===== config.mk =====
export PLATFORM = sky130hd
export DESIGN_NAME = rr_lock_arb
export DESIGN_NICKNAME = d
export VERILOG_FILES = /design/src/rtl/rr_lock_arb.sv
export SDC_FILE = /design/constraint.sdc
export NUM_CORES = 1
export LEC_CHECK = 0
export CORE_MARGIN = 5
export CORE_UTILIZATION = 45
export DETAILED_ROUTE_END_ITERATION = 8
export GPL_ROUTABILITY_DRIVEN = 1
export MAX_ROUTING_LAYER = met4
export PLACE_DENSITY_LB_ADDON = 0.25
export SLEW_MARGIN = 10
export SYNTH_ARGS = -nofsm -noshare
export SYNTH_HDL_FRONTEND = slang
export SYNTH_SLANG_ARGS = --single-unit

===== constraint.sdc =====
create_clock -name clk -period 11.01 [get_ports clk]
set_clock_uncertainty 0.05 [all_clocks]
set_input_delay 1.6515 -clock clk [delete_from_list [all_inputs] [get_ports clk]]
set_output_delay 1.6515 -clock clk [all_outputs]
set_load 0.03 [all_outputs]

===== src/rtl/rr_lock_arb.sv =====
// rr_lock_arb: packet-locking fixed/round-robin arbiter; req/eop/ack in, registered one-hot grt with grt_idx/grt_vld, combinational xfer out
module rr_lock_arb #(
  parameter int PORTS   = 5,
  parameter int IDXW    = 3,
  parameter int RR_MODE = 1
) (
  input  logic             clk,
  input  logic             rst_,
  input  logic [PORTS-1:0] req,
  input  logic [PORTS-1:0] eop,
  input  logic             ack,
  output logic [PORTS-1:0] grt,
  output logic [IDXW-1:0]  grt_idx,
  output logic             grt_vld,
  output logic             xfer
);
  localparam logic [0:0] IDLE = 1'b0;
  localparam logic [0:0] BUSY = 1'b1;
  logic [0:0]       state_q, state_d;
  logic [PORTS-1:0] grt_q, grt_d;
  logic [IDXW-1:0]  idx_q, idx_d, ptr_q, ptr_d, win;
  logic             found, start, rel;
  int               j;
  always_comb begin
    win   = '0;
    found = 1'b0;
    j     = 0;
    for (int i = 0; i < PORTS; i++) begin
      j = (RR_MODE != 0) ? int'(ptr_q) + i : i;
      if (j >= PORTS) j = j - PORTS;
      if (!found && req[j]) begin
        found = 1'b1;
        win   = IDXW'(j);
      end
    end
  end
  assign xfer  = |(req & grt_q) & ack;
  assign rel   = xfer & |(eop & grt_q);
  assign start = (state_q == IDLE) & |req;
  always_comb begin
    state_d = start ? BUSY : rel ? IDLE : state_q;
    grt_d   = start ? PORTS'(1) << win : rel ? '0 : grt_q;
    idx_d   = start ? win : idx_q;
    ptr_d   = (rel && RR_MODE != 0) ? ((idx_q == IDXW'(PORTS-1)) ? '0 : idx_q + 1'b1) : ptr_q;
  end
  always_ff @(posedge clk) begin
    if (rst_) begin
      state_q <= IDLE;
      grt_q   <= '0;
      idx_q   <= '0;
      ptr_q   <= '0;
    end else begin
      state_q <= state_d;
      grt_q   <= grt_d;
      idx_q   <= idx_d;
      ptr_q   <= ptr_d;
    end
  end
  assign grt     = grt_q;
  assign grt_idx = idx_q;
  assign grt_vld = (state_q == BUSY);
  assert property (@(posedge clk) disable iff (rst_) $onehot0(grt_q));
  assert property (@(posedge clk) disable iff (rst_) grt_vld == |grt_q);
  assert property (@(posedge clk) disable iff (rst_) (state_q == BUSY && !rel) |=> grt_q == $past(grt_q));
endmodule


==> results of run 1 <==
-- per-stage QoR --
stage | hold slack [ns] | worst slack [ns] | cell area (um^2) | utilization [%]
after floorplan | 0.548 | 6.92 | 1670 | -
after global routing | 0.514 | 5.79 | 1960 | 53.8
after CTS | 0.462 | 5.86 | 1960 | 53.8
final | 0.471 | 5.86 | 1960 | 53.8
after global placement | 0.445 | 5.92 | 1900 | 52.3
after detailed placement | 0.453 | 5.85 | 1900 | 52.3
-- flip-flops by register name, indices dropped and copies added (netlist names) --
signal	cells
grt_idx	3
grt	5
ptr_q	3
grt_vld	1
-- cell usage after synthesis, types with 4 or more instances --
| cell | count | area share [%] |
|---|---|---|
| nand2_1 | 22 | 4.9 |
| ha_1 | 15 | 11 |
| inv_1 | 13 | 2.9 |
| dfxtp_1 | 12 | 14 |
| a21oi_1 | 11 | 3.3 |
| nor2_1 | 10 | 2.2 |
| nor2b_1 | 9 | 3.4 |
| a211o_1 | 6 | 3.1 |
| clkbuf_1 | 6 | 1.3 |
| a211oi_1 | 5 | 2.2 |
| mux2i_1 | 5 | 3.0 |
| nand3_1 | 5 | 1.5 |
| nor3_1 | 5 | 1.5 |
| o31ai_1 | 5 | 2.2 |
| nand2b_1 | 4 | 1.5 |
| o21ai_0 | 4 | 1.2 |
| o22ai_1 | 4 | 1.5 |
| xnor2_1 | 4 | 2.1 |
-- cell families (layout without fill, tap and decap cells) --
kind of cell / count (synthesis) / count (layout) / synth area share [%]
buf+inv: 25 / 40 / 6.51
simple gates: 76 / 76 / 24.6
flops: 12 / 12 / 14.4
fa+ha+maj: 15 / 15 / 11.2
mux: 11 / 11 / 8.38
xor+xnor: 4 / 4 / 2.09
compound gates: 72 / 72 / 32.8
-- layer usage --
| metal | part of all wire, % | global-route usage, % | routed length [um] | vias to the layer above |
|---|---|---|---|---|
| met3 | 4.4 | 1.85 | 198 | 11 |
| met4 | 2.3 | 7.93 | 102 | 0 |
| met5 | 0 | - | 0 | - |
| li1 | - | - | - | 851 |
| met1 | 44 | 21.9 | 2000 | 803 |
| met2 | 49 | 32.0 | 2230 | 46 |
-- critical path, stage by stage --
cell and delay, ns:
clkdlybuf4s50_1 0.56, a222oi_1 0.41, nand2_1 0.11, nand2_1 0.08, inv_1 0.04, clkdlybuf4s50_1 0.59
-- power groups by stage --
stage          clock [W]  combinational [W]  sequential, W
4_1_cts        0.0000483          0.0000767      0.0000520
3_3_place_gp           0          0.0000755      0.0000528
6_report       0.0000481          0.0000770      0.0000520
3_5_place_dp           0          0.0000762      0.0000529
5_1_grt        0.0000504          0.0000844      0.0000528
2_1_floorplan          0          0.0000486      0.0000577
-- how the worst max path moves through the flow --
stage	end	depth (start not counted)
CTS	xfer	6
global placement	xfer	6
finish	xfer	6
floorplan	xfer	5
global route	xfer	6
detailed placement	xfer	6
-- area by class of cell --
cell class,count,area (um^2)
inverters,13,48.8
flip-flops and latches,12,240
fillers,353,1680
multi-input cells,178,1320
repair buffers,23,228
clock buffers,4,55.1
well taps,48,60.1
==> impl_metrics.env, run 1 <==
export IMPL_n_antenna_cell=0
export IMPL_cts_tree="built"
export IMPL_path_max_fanout=9
export IMPL_numCtsBuffers=3
export IMPL_period_share_pct=46.8
export IMPL_die_area_mm2=0.00504
export IMPL_final_nets=259
export IMPL_ys_ff_latch=12
export IMPL_yosys_cell_types_count=61
export IMPL_postCtsHoldBufs=0
export IMPL_grt_pass1_wl_um=7560
export IMPL_drt_iter0_markers=114
export IMPL_timing_worst_setup_path_type="primary input to output port"
export IMPL_ctsRootBufferMaster="clkbuf_8"
export IMPL_min_period_ns=5.15
export IMPL_ys_warn_count=0
export IMPL_drc_errors=0
export IMPL_drv_cap=0
export IMPL_worstPathRequired_ns=9.31
export IMPL_setup_violations_final=0
export IMPL_drive_above_1_share_pct=6.96
export IMPL_pin_count=23
export IMPL_pwr_share_clk_pct=27.2
export IMPL_p_total_w=0.000177
export IMPL_leakage_nw=0.792
export IMPL_r2r_start="ptr_q[1]$_SDFFE_PP0P_"
export IMPL_dp_cells=274
export IMPL_postCtsSetupBuffers=0
export IMPL_ir_drop_uv=80.3
export IMPL_cts_buffer_depth=2
export IMPL_hold_class="flip-flop to flip-flop"
export IMPL_cts_resized_gates=0
export IMPL_min_from="grt[4]$_SDFFE_PP0P_"
export IMPL_r2r_end="grt[1]$_SDFFE_PP0P_"
export IMPL_crit_path_start="req[0]"
export IMPL_netlist_instances=215
export IMPL_whs_endpoint="grt[4]$_SDFFE_PP0P_"
export IMPL_drtAntennaViolNets=0
export IMPL_grt_use_total_pct=18.6
export IMPL_min_path_cells=2
export IMPL_powerDensity_mw_per_mm2=90.6
export IMPL_layout_common_cells="22 x nand2_1, 22 x clkdlybuf4s50_1, 15 x ha_1, 13 x inv_1, 12 x dfxtp_1"
export IMPL_start_util_pct=46.0
export IMPL_ys_flop_type="dfxtp_1"
export IMPL_die_width_um=71.0
export IMPL_grt_pass1_vias=1655
export IMPL_synth_edf_count=0
export IMPL_htree_levels=1
export IMPL_power_switching_w=0.0000641
export IMPL_ys_seq_area_share_pct=14.4
export IMPL_grt_max_degree=30
export IMPL_clk_latency_ns=0.24
export IMPL_wl_um=4530
export IMPL_antenna_found_initial=0
export IMPL_p_seq_share_pct=29.4
export IMPL_viasPerCell=6.15
export IMPL_rsz0062_at_grt="no"
export IMPL_cp_arrival_ns=3.45
export IMPL_gp_congestion=0.851
export IMPL_rrSetupSlack_ns=7.04
export IMPL_final_cells=278
export IMPL_maxSlewViolCount=0
export IMPL_clkSinkCount=12
export IMPL_vias=1711
export IMPL_switching_share_pct=36.2
export IMPL_fp_dieH_um=71.0
export IMPL_worst_r2r_cell_count=10
export IMPL_async_flop_share_pct=0
export IMPL_area_growth_syn_to_layout_pct=16.9
export IMPL_crit_path_start_kind="primary input"
export IMPL_row_count=22
export IMPL_drtPass1Iterations=4
export IMPL_synth_nets=243
export IMPL_overflow=0
export IMPL_path_clk_slew_ns=0.05
export IMPL_max_freq_mhz=194
export IMPL_power_frac_comb_pct=43.5
export IMPL_tightest_slew_ns=0.574
export IMPL_outcome="complete, no violations"
export IMPL_wl_per_cell_um=16.3
export IMPL_port_buffers=22
export IMPL_hold_violations=0
export IMPL_dp_hpwl_um=3480
export IMPL_synth_cell_area_mm2=0.00167
export IMPL_core_mm2=0.00363
export IMPL_avgSynthCellArea_um2=7.78
export IMPL_cp_end_kind="output port"
export IMPL_relSlewSlack_pct=61.5
export IMPL_p_int_w=0.000113
export IMPL_tns_ns=0
Note: power is estimated with default switching activity, not from simulation.
==> run 2, diff against run 1 <==
==> constraint.sdc (replaced) <==
create_clock -name clk -period 4.25 [get_ports clk]
set_clock_uncertainty 0.05 [all_clocks]
set_input_delay 0.6375 -clock clk [delete_from_list [all_inputs] [get_ports clk]]
set_output_delay 0.6375 -clock clk [all_outputs]
set_load 0.03 [all_outputs]
==> impl_metrics.env, run 2 (synthesis gave the netlist of run 1 again) <==
export IMPL_outcome="complete, no violations"
export IMPL_final_nets=259
export IMPL_drtAntennaViolNets=0
export IMPL_largest_register_ffs=5
export IMPL_drive_above_1_share_pct=6.96
export IMPL_wl_um=4630
export IMPL_period_share_pct=90.6
export IMPL_area_growth_syn_to_layout_pct=16.9
export IMPL_dp_hpwl_um=3480
export IMPL_hold_class="flip-flop to flip-flop"
export IMPL_gp_congestion=0.817
export IMPL_setup_violations_final=0
export IMPL_die_width_um=71.0
export IMPL_die_area_mm2=0.00504
export IMPL_core_mm2=0.00363
export IMPL_final_area_mm2=0.00196
export IMPL_cts_resized_gates=0
export IMPL_postCtsHoldBufs=0
export IMPL_start_util_pct=46.0
export IMPL_grt_pass1_wl_um=7430
export IMPL_leakage_nw=0.792
export IMPL_hold_violations=0
export IMPL_max_freq_mhz=260
export IMPL_clkSinkCount=12
export IMPL_numCtsBuffers=3
export IMPL_path_clk_slew_ns=0.05
export IMPL_crit_chain="inv_1 > ha_1 > mux4_2 > a32oi_1 > nand2_1 > nor4_1 > a31oi_1 > or2_1 > o31ai_1"
export IMPL_grt_pass1_vias=1566
export IMPL_cp_slowest_stage_delay_ns=0.64
export IMPL_n_antenna_cell=0
export IMPL_min_period_ns=3.85
export IMPL_ctsRootBufferMaster="clkbuf_8"
export IMPL_drtPass1Iterations=4
export IMPL_timing_worst_setup_path_type="flip-flop to flip-flop"
export IMPL_row_count=22
export IMPL_powerDensity_mw_per_mm2=234
export IMPL_tightest_slew_ns=0.616
export IMPL_antenna_found_initial=0
export IMPL_drv_cap=0
export IMPL_maxSlewViolCount=0
export IMPL_ir_drop_uv=183
export IMPL_drc_errors=0
export IMPL_port_buffers=22
export IMPL_cp_end_kind="flip-flop"
export IMPL_path_max_fanout=15
export IMPL_viasPerCell=6.22
export IMPL_relSlewSlack_pct=58.8
export IMPL_rsz0062_at_grt="no"
export IMPL_placed_cell_area_mm2=0.00190
export IMPL_grt_use_total_pct=18.4
export IMPL_vias=1728
export IMPL_worstPathRequired_ns=4.35
export IMPL_fp_dieH_um=71.0
export IMPL_cts_tree="built"
export IMPL_overflow=0
export IMPL_postCtsSetupBuffers=0
export IMPL_crit_path_start_kind="flip-flop"
export IMPL_cts_buffer_depth=2
export IMPL_pin_count=23
export IMPL_crit_path_top_delay_cell="ha_1"
export IMPL_htree_levels=1
export IMPL_drt_iter0_markers=156
export IMPL_layout_common_cells="22 x nand2_1, 22 x clkdlybuf4s50_1, 15 x ha_1, 13 x inv_1, 12 x dfxtp_1"
export IMPL_tns_ns=0
export IMPL_cp_arrival_ns=3.95
export IMPL_grt_max_degree=30
export IMPL_clk_latency_ns=0.23
export IMPL_wl_per_cell_um=16.7
-- run 2: metrics by stage --
| step | power [W] | utilization, % | hold WS, ns | std cells | worst slack, ns |
|---|---|---|---|---|---|
| after floorplan | 0.000275 | - | 0.548 | 215 | 0.739 |
| after global placement | 0.000335 | 52.3 | 0.433 | 274 | 0.592 |
| after detailed placement | 0.000335 | 52.3 | 0.437 | 274 | 0.426 |
| after CTS | 0.000459 | 53.8 | 0.441 | 278 | 0.430 |
| after global routing | 0.000485 | 53.8 | 0.472 | 278 | 0.0776 |
| final | 0.000458 | 53.8 | 0.444 | 278 | 0.398 |
-- run 2: layer usage --
layer  wire, um  vias up  track usage, %
li1           -      853               -
met1       2090      805            23.3
met2       2180       60            29.8
met3        247       10            2.27
met4        114        0            6.89
met5          0        -               -
-- run 2: cell type report --
class | instances | area (um^2)
inverters | 13 | 48.8
flip-flops and latches | 12 | 240
multi-input cells | 178 | 1320
repair buffers | 23 | 228
fillers | 361 | 1680
clock buffers | 4 | 55.1
well taps | 48 | 60.1
-- run 2: report_power, final --
part | switching, W | internal [W] | total, W | leakage [nW]
Sequential | 0.0000123 | 0.000122 | 0.000134 | 0.0980
Clock | 0.0000404 | 0.0000817 | 0.000122 | 0.0288
Combinational | 0.000112 | 0.0000894 | 0.000201 | 0.665
Total | 0.000164 | 0.000293 | 0.000458 | 0.792
-- run 2: critical path, delay by kind of cell (launching register included) --
family / cells / cell delay [ns]
simple gates: 3 / 0.85
compound gates: 3 / 0.76
fa+ha+maj: 1 / 0.64
mux: 1 / 0.60
flops: 1 / 0.59
buf+inv: 1 / 0.26
-- run 2: final timing paths --
| path | slack (ns) | endpoint | start | cells past startpoint |
|---|---|---|---|---|
| worst max-delay path | 0.40 | grt[1]$_SDFFE_PP0P_ | ptr_q[1]$_SDFFE_PP0P_ | 9 |
| worst min-delay path | 0.44 | grt[1]$_SDFFE_PP0P_ | grt[1]$_SDFFE_PP0P_ | 2 |
| worst max register to register | 0.40 | grt[1]$_SDFFE_PP0P_ | ptr_q[1]$_SDFFE_PP0P_ | 9 |
| worst min register to register | 0.44 | grt[1]$_SDFFE_PP0P_ | grt[1]$_SDFFE_PP0P_ | 2 |
